[src/rtl/stack_cmd_if.sv]
// Button-to-stack command bus: debounced levels and stack flags in, strobes out.
interface stack_cmd_if;
   logic push_lvl;
   logic pop_lvl;
   logic full;
   logic empty;
   logic push;
   logic pop;
   logic reject;

   // Side that owns the buttons and the stack (drives levels and flags)
   modport master (
      output push_lvl, pop_lvl, full, empty,
      input  push, pop, reject
   );

   // Command generator side
   modport slave (
      input  push_lvl, pop_lvl, full, empty,
      output push, pop, reject
   );
endinterface

[src/rtl/stack_cmd_gen.sv]
// Turns debounced push/pop button levels into single-cycle, auto-repeating,
// overflow/underflow-guarded stack strobes. Push and pop never share a cycle.
//
// state  | meaning
// IDLE   | button released (or held since before reset); waiting for a rising level
// FIRST  | first strobe issued; counting the initial hold delay
// REPEAT | counting the interval between auto-repeat strobes
module stack_cmd_gen #(
   parameter int DELAY_CYCLES  = 6_000_000,
   parameter int REPEAT_CYCLES = 1_200_000,
   parameter int CNT_W         = 23
) (
   input  logic        clk,
   input  logic        reset,
   stack_cmd_if.slave  bus
);

   typedef enum logic [1:0] {IDLE, FIRST, REPEAT} ch_state_t;

   localparam logic [CNT_W-1:0] DLY_TC = CNT_W'(DELAY_CYCLES - 1);
   localparam logic [CNT_W-1:0] RPT_TC = CNT_W'(REPEAT_CYCLES - 1);

   // index 0 = push channel, index 1 = pop channel
   ch_state_t        st_q  [2];
   ch_state_t        st_d  [2];
   logic [CNT_W-1:0] cnt_q [2];
   logic [CNT_W-1:0] cnt_d [2];
   logic [1:0]       lvl;
   logic [1:0]       prev_q;
   logic [1:0]       req;

   logic pend_q, pend_d;
   logic push_d, pop_d, rej_d;

   assign lvl = {bus.pop_lvl, bus.push_lvl};

   // Channel state, hold counters and previous-level copies.
   // prev resets to 1 so a button held through reset needs a fresh press.
   always_ff @(posedge clk or posedge reset) begin
      if (reset) begin
         for (int i = 0; i < 2; i++) begin
            st_q[i]  <= IDLE;
            cnt_q[i] <= '0;
         end
         prev_q <= 2'b11;
      end else begin
         for (int i = 0; i < 2; i++) begin
            st_q[i]  <= st_d[i];
            cnt_q[i] <= cnt_d[i];
         end
         prev_q <= lvl;
      end
   end

   // Channel next-state: raise a request on press, after the first delay,
   // and on every repeat interval; release always returns to IDLE.
   always_comb begin
      for (int i = 0; i < 2; i++) begin
         st_d[i]  = st_q[i];
         cnt_d[i] = cnt_q[i];
         req[i]   = 1'b0;
         case (st_q[i])
            IDLE: begin
               if (lvl[i] && !prev_q[i]) begin
                  req[i]   = 1'b1;
                  cnt_d[i] = '0;
                  st_d[i]  = FIRST;
               end
            end
            FIRST: begin
               if (!lvl[i]) begin
                  cnt_d[i] = '0;
                  st_d[i]  = IDLE;
               end else if (cnt_q[i] == DLY_TC) begin
                  req[i]   = 1'b1;
                  cnt_d[i] = '0;
                  st_d[i]  = REPEAT;
               end else begin
                  cnt_d[i] = cnt_q[i] + 1'b1;
               end
            end
            REPEAT: begin
               if (!lvl[i]) begin
                  cnt_d[i] = '0;
                  st_d[i]  = IDLE;
               end else if (cnt_q[i] == RPT_TC) begin
                  req[i]   = 1'b1;
                  cnt_d[i] = '0;
               end else begin
                  cnt_d[i] = cnt_q[i] + 1'b1;
               end
            end
            default: begin
               cnt_d[i] = '0;
               st_d[i]  = IDLE;
            end
         endcase
      end
   end

   // Arbitration: push wins a collision and the pop is deferred one cycle;
   // full/empty are judged only in the cycle the strobe would be issued.
   always_comb begin
      push_d = 1'b0;
      pop_d  = 1'b0;
      rej_d  = 1'b0;
      pend_d = 1'b0;
      if (req[0]) begin
         if (!bus.full) push_d = 1'b1;
         else           rej_d  = 1'b1;
         pend_d = req[1] | pend_q;
      end else if (pend_q) begin
         if (!bus.empty) pop_d = 1'b1;
         else            rej_d = 1'b1;
         pend_d = req[1];
      end else if (req[1]) begin
         if (!bus.empty) pop_d = 1'b1;
         else            rej_d = 1'b1;
      end
   end

   // Registered strobes and the one-deep pending-pop flag
   always_ff @(posedge clk or posedge reset) begin
      if (reset) begin
         bus.push   <= 1'b0;
         bus.pop    <= 1'b0;
         bus.reject <= 1'b0;
         pend_q     <= 1'b0;
      end else begin
         bus.push   <= push_d;
         bus.pop    <= pop_d;
         bus.reject <= rej_d;
         pend_q     <= pend_d;
      end
   end

endmodule

[src/flat_wrapper.sv]
// flat-port wrapper written by rule: the top's interface ports become plain ports
module stack_cmd_gen_flat 
#(
   parameter int DELAY_CYCLES  = 6_000_000,
   parameter int REPEAT_CYCLES = 1_200_000,
   parameter int CNT_W         = 23
)
  (clk, reset, bus_push_lvl, bus_pop_lvl, bus_full, bus_empty, bus_push, bus_pop, bus_reject);
  stack_cmd_if bus_i ();
  input  logic clk;
  input  logic reset;
  input wire logic [$bits(bus_i.push_lvl)-1:0] bus_push_lvl;
  input wire logic [$bits(bus_i.pop_lvl)-1:0] bus_pop_lvl;
  input wire logic [$bits(bus_i.full)-1:0] bus_full;
  input wire logic [$bits(bus_i.empty)-1:0] bus_empty;
  output wire logic [$bits(bus_i.push)-1:0] bus_push;
  output wire logic [$bits(bus_i.pop)-1:0] bus_pop;
  output wire logic [$bits(bus_i.reject)-1:0] bus_reject;
  assign bus_i.push_lvl = bus_push_lvl;
  assign bus_i.pop_lvl = bus_pop_lvl;
  assign bus_i.full = bus_full;
  assign bus_i.empty = bus_empty;
  assign bus_push = bus_i.push;
  assign bus_pop = bus_i.pop;
  assign bus_reject = bus_i.reject;
  stack_cmd_gen #(.DELAY_CYCLES(DELAY_CYCLES), .REPEAT_CYCLES(REPEAT_CYCLES), .CNT_W(CNT_W)) u_core (.clk(clk), .reset(reset), .bus(bus_i));
endmodule
[config.mk]
export PLATFORM = sky130hd
export DESIGN_NAME = stack_cmd_gen_flat
export DESIGN_NICKNAME = d
export VERILOG_FILES = /design/src/rtl/stack_cmd_if.sv /design/src/rtl/stack_cmd_gen.sv /design/src/flat_wrapper.sv
export SDC_FILE = /design/constraint.sdc
export NUM_CORES = 1
export LEC_CHECK = 0
export ABC_AREA = 1
export CELL_PAD_IN_SITES_DETAIL_PLACEMENT = 0
export CELL_PAD_IN_SITES_GLOBAL_PLACEMENT = 2
export CORE_MARGIN = 3
export CORE_UTILIZATION = 39
export DETAILED_ROUTE_END_ITERATION = 8
export PLACE_DENSITY = 0.86
export RECOVER_POWER = 25
export SYNTH_ARGS = -nofsm -noshare
export SYNTH_HDL_FRONTEND = slang
export SYNTH_SLANG_ARGS = --single-unit
[constraint.sdc]
create_clock -name clk -period 2.7 [get_ports clk]
set_input_delay 0.675 -clock clk [delete_from_list [all_inputs] [get_ports clk]]
set_output_delay 0.675 -clock clk [all_outputs]
set_load 0.05 [all_outputs]
==> reports/results.ini <==
[finish]
fin_nets=464
final.fill_count=794
antennaDiodeCount=0
drive_above_1_share=0.0802
synthToLayoutAreaGrowth_pct=9.11
core_util_final=0.446
seq_area_mm2=0.00140
multiInputGateArea_mm2=0.00154
finalInstanceArea_mm2=0.00352

[worst_setup_path]
critPathCapture=u_core.cnt_q[45]
worst-endpoint-required_ns=2.91
setup.worst_path.start=bus_push_lvl
setup.worst_path.start_class=input port
critical_path.max_fanout=10
worst-r2r-cell-count=12
timing.rr.start=u_core.cnt_q[23]
reg2reg_setup_slack_ns=0.82
worst_ep_arrival_time_ns=2.41
worst_r2r_endpoint=u_core.cnt_q[26]
timing_worst_setup_path_type=input port to flip-flop
critical_path.endpoint_type=flip-flop

[synthesis]
synthesis.area_mm2=0.00323
yosys_most_used_dff=dfrtp_1
ys_top_cells_by_area=dfrtp_1 42%, nand2_1 11%, nor2_1 8.0%
synthesis.area_per_instance_um2=7.45
synth_commonest_cells=94 x nand2_1, 69 x nor2_1, 62 x inv_1
synth_top_cell_area_share=0.419
netlist_instances=433
post-synth-top-count-cell=nand2_1
synth_largest_area_cell=dfrtp_1
synth.distinct_cells=34
synth-edff-count=0
portion_of_the_post_synthesis_area_used_by_sequential_elements=0.435
synth_seq_cells=56
synth_fp_nets=449
async_flop_share=1.00
synth_warnings=0

[clock_network]
cts_buffer_depth=2
clkSinkCount=56
clock_root_buffer=clkbuf_8
post_cts_buffers=0
clock_tree_from_tritoncts=yes
worstSkewPairLatency_ns=0.31
number_of_levels_in_the_clock_h_tree=2
post_cts.resized_instances=0
cts.reportedPaths.clkPinSlew_ns=0.10
number_of_clock_buffers_inserted_by_tritoncts=5
post_cts_hold_buffer_count=0

[timing]
setup_violations=0
timing.max_slew.rel_slack=0.0511
highest_achievable_clock_rate_mhz=454
final.setup.tns_ns=0
unrepaired_setup_endpoints_after_global_routing=false
fin_crit_ns=2.20
timing.final.hold_violations=0
worst_clock_skew_ns=0.0113
max_slew.worst_pin.slew_ns=1.42
slew_violations=0
timing.final.ws_setup_ns=0.496
timing.final.crit_share=0.816

[floorplan]
die_w_um=97.0
initial_utilization=0.409
io_pins=9
design.die.area_mm2=0.00940
core-area_mm2=0.00789
num_rows=32
die_h_um=97.0

[route]
drt-pass1-iter-count=5
wire_per_inst_um=12.5
route.final.wire_length_um=6890
vias=2685
antenna_left=0
drc_errors=0
drt_iter0_drc=127
route.detailed.vias_per_inst=4.87

[run]
maxCapViolations=0

[placed_design]
buffer_ports.inserted=8
dp_area_mm2=0.00344
place_worst_setup_slack_ns=0.241
dp.final_hpwl_um=5220
routabilityCongestion=0.830

[hold_path]
holdCritPathClass=flip-flop to flip-flop

[grt]
globalRouteOverflowTotal=0
grt_antenna_before_repair=0
global_route_wire_length_before_repair_um=12400
first_global_vias=2682
pin_count_of_the_biggest_net_entering_global_routing=57
grtUsageTotal=0.156

[power]
swShare=0.378
total_switching_power_w=0.000788
sequentialPowerShare=0.451
p_per_area_mw_per_mm2=592
static_power_due_to_leakage_nw=1.55
pwr-share-clk=0.235
power_w=0.00209
worst_ir_drop_vdd_mv=0.356
internal_power_w=0.00130
combPwrFrac=0.314

[outcome]
status=complete, no violations

## power by group through the flow
stage | clock network (W) | registers (W) | logic, W
finish | 0.000490 | 0.000940 | 0.000655
global route | 0.000542 | 0.000952 | 0.000750
floorplan | 0 | 0.000983 | 0.000485
global placement | 0 | 0.000954 | 0.000682
CTS | 0.000506 | 0.000941 | 0.000675
detailed placement | 0 | 0.000957 | 0.000672
## how the worst min path moves through the flow
stage                       end  depth (start not counted)              from  slack [ns]
2_1_floorplan  u_core.cnt_q[39]                          1  u_core.cnt_q[39]        0.48
6_report          u_core.pend_q                          2     u_core.pend_q        0.52
3_3_place_gp      u_core.pend_q                          2     u_core.pend_q        0.50
5_1_grt           u_core.pend_q                          2     u_core.pend_q        0.57
4_1_cts           u_core.pend_q                          2     u_core.pend_q        0.53
3_5_place_dp      u_core.pend_q                          2     u_core.pend_q        0.50
## worst max-delay path, cell delays in order
cell and delay [ns]:
dlygate4sd3_1 0.64, nand2_1 0.12, nand2_4 0.14, nand4_1 0.16
nor2_1 0.17, nand4_1 0.17, nor2_1 0.12, nand2_1 0.05
and3_1 0.15
## registers in the layout, indices dropped and copies added (netlist names)
register / cells
u_core.cnt_q: 46
u_core.st_q: 4
u_core.prev_q: 2
u_core.bus.pop: 1
u_core.bus.push: 1
u_core.bus.reject: 1
u_core.pend_q: 1
## per-layer routing
metal	up-vias	wire, µm	global-route usage
met5	-	0	0
met1	1248	3310	0.200
met2	27	3360	0.270
li1	1400	-	-
met3	10	115	0.0260
met4	0	106	0.0464
## per-stage QoR
step	cells	hold slack, ns
final	551	0.525
after global routing	551	0.571
after CTS	551	0.530
after detailed placement	543	0.502
after global placement	543	0.503
after floorplan	433	0.476
## cell families (layout without fill, tap and decap cells)
logic type / count (synthesis) / in the layout / synth area share
adder cells (fa/ha/maj): 10 / 10 / 0.0388
XOR/XNOR: 11 / 11 / 0.0299
AND/OR/NAND/NOR: 243 / 243 / 0.335
AO/OA/AOI/OAI: 42 / 42 / 0.0721
flip-flops: 56 / 56 / 0.435
buffers and inverters: 71 / 87 / 0.0888
## placed cells by master (no fill, tap or decap), drive strengths merged, types with 3 or more instances in the layout
master and count:
nor2 80, nand3 32, dfrtp 54, nor3 13, xor2 7, clkbuf 8
nand4 10, nor3b 3, clkdlybuf4s50 6, ha 10, inv 66, a21oi 13
o21ai 20, xnor2 4, nand2 100
## layout make-up
cell class                      instances  share of cell area
Sequential cell                        56               0.399
Clock buffer                            7              0.0245
Clock inverter                          1             0.00213
Timing Repair Buffer                   11              0.0284
Multi-Input combinational cell        306               0.436
Inverter                               68              0.0736
Tap cell                              102              0.0362
Note: power is estimated with default switching activity, not from simulation.
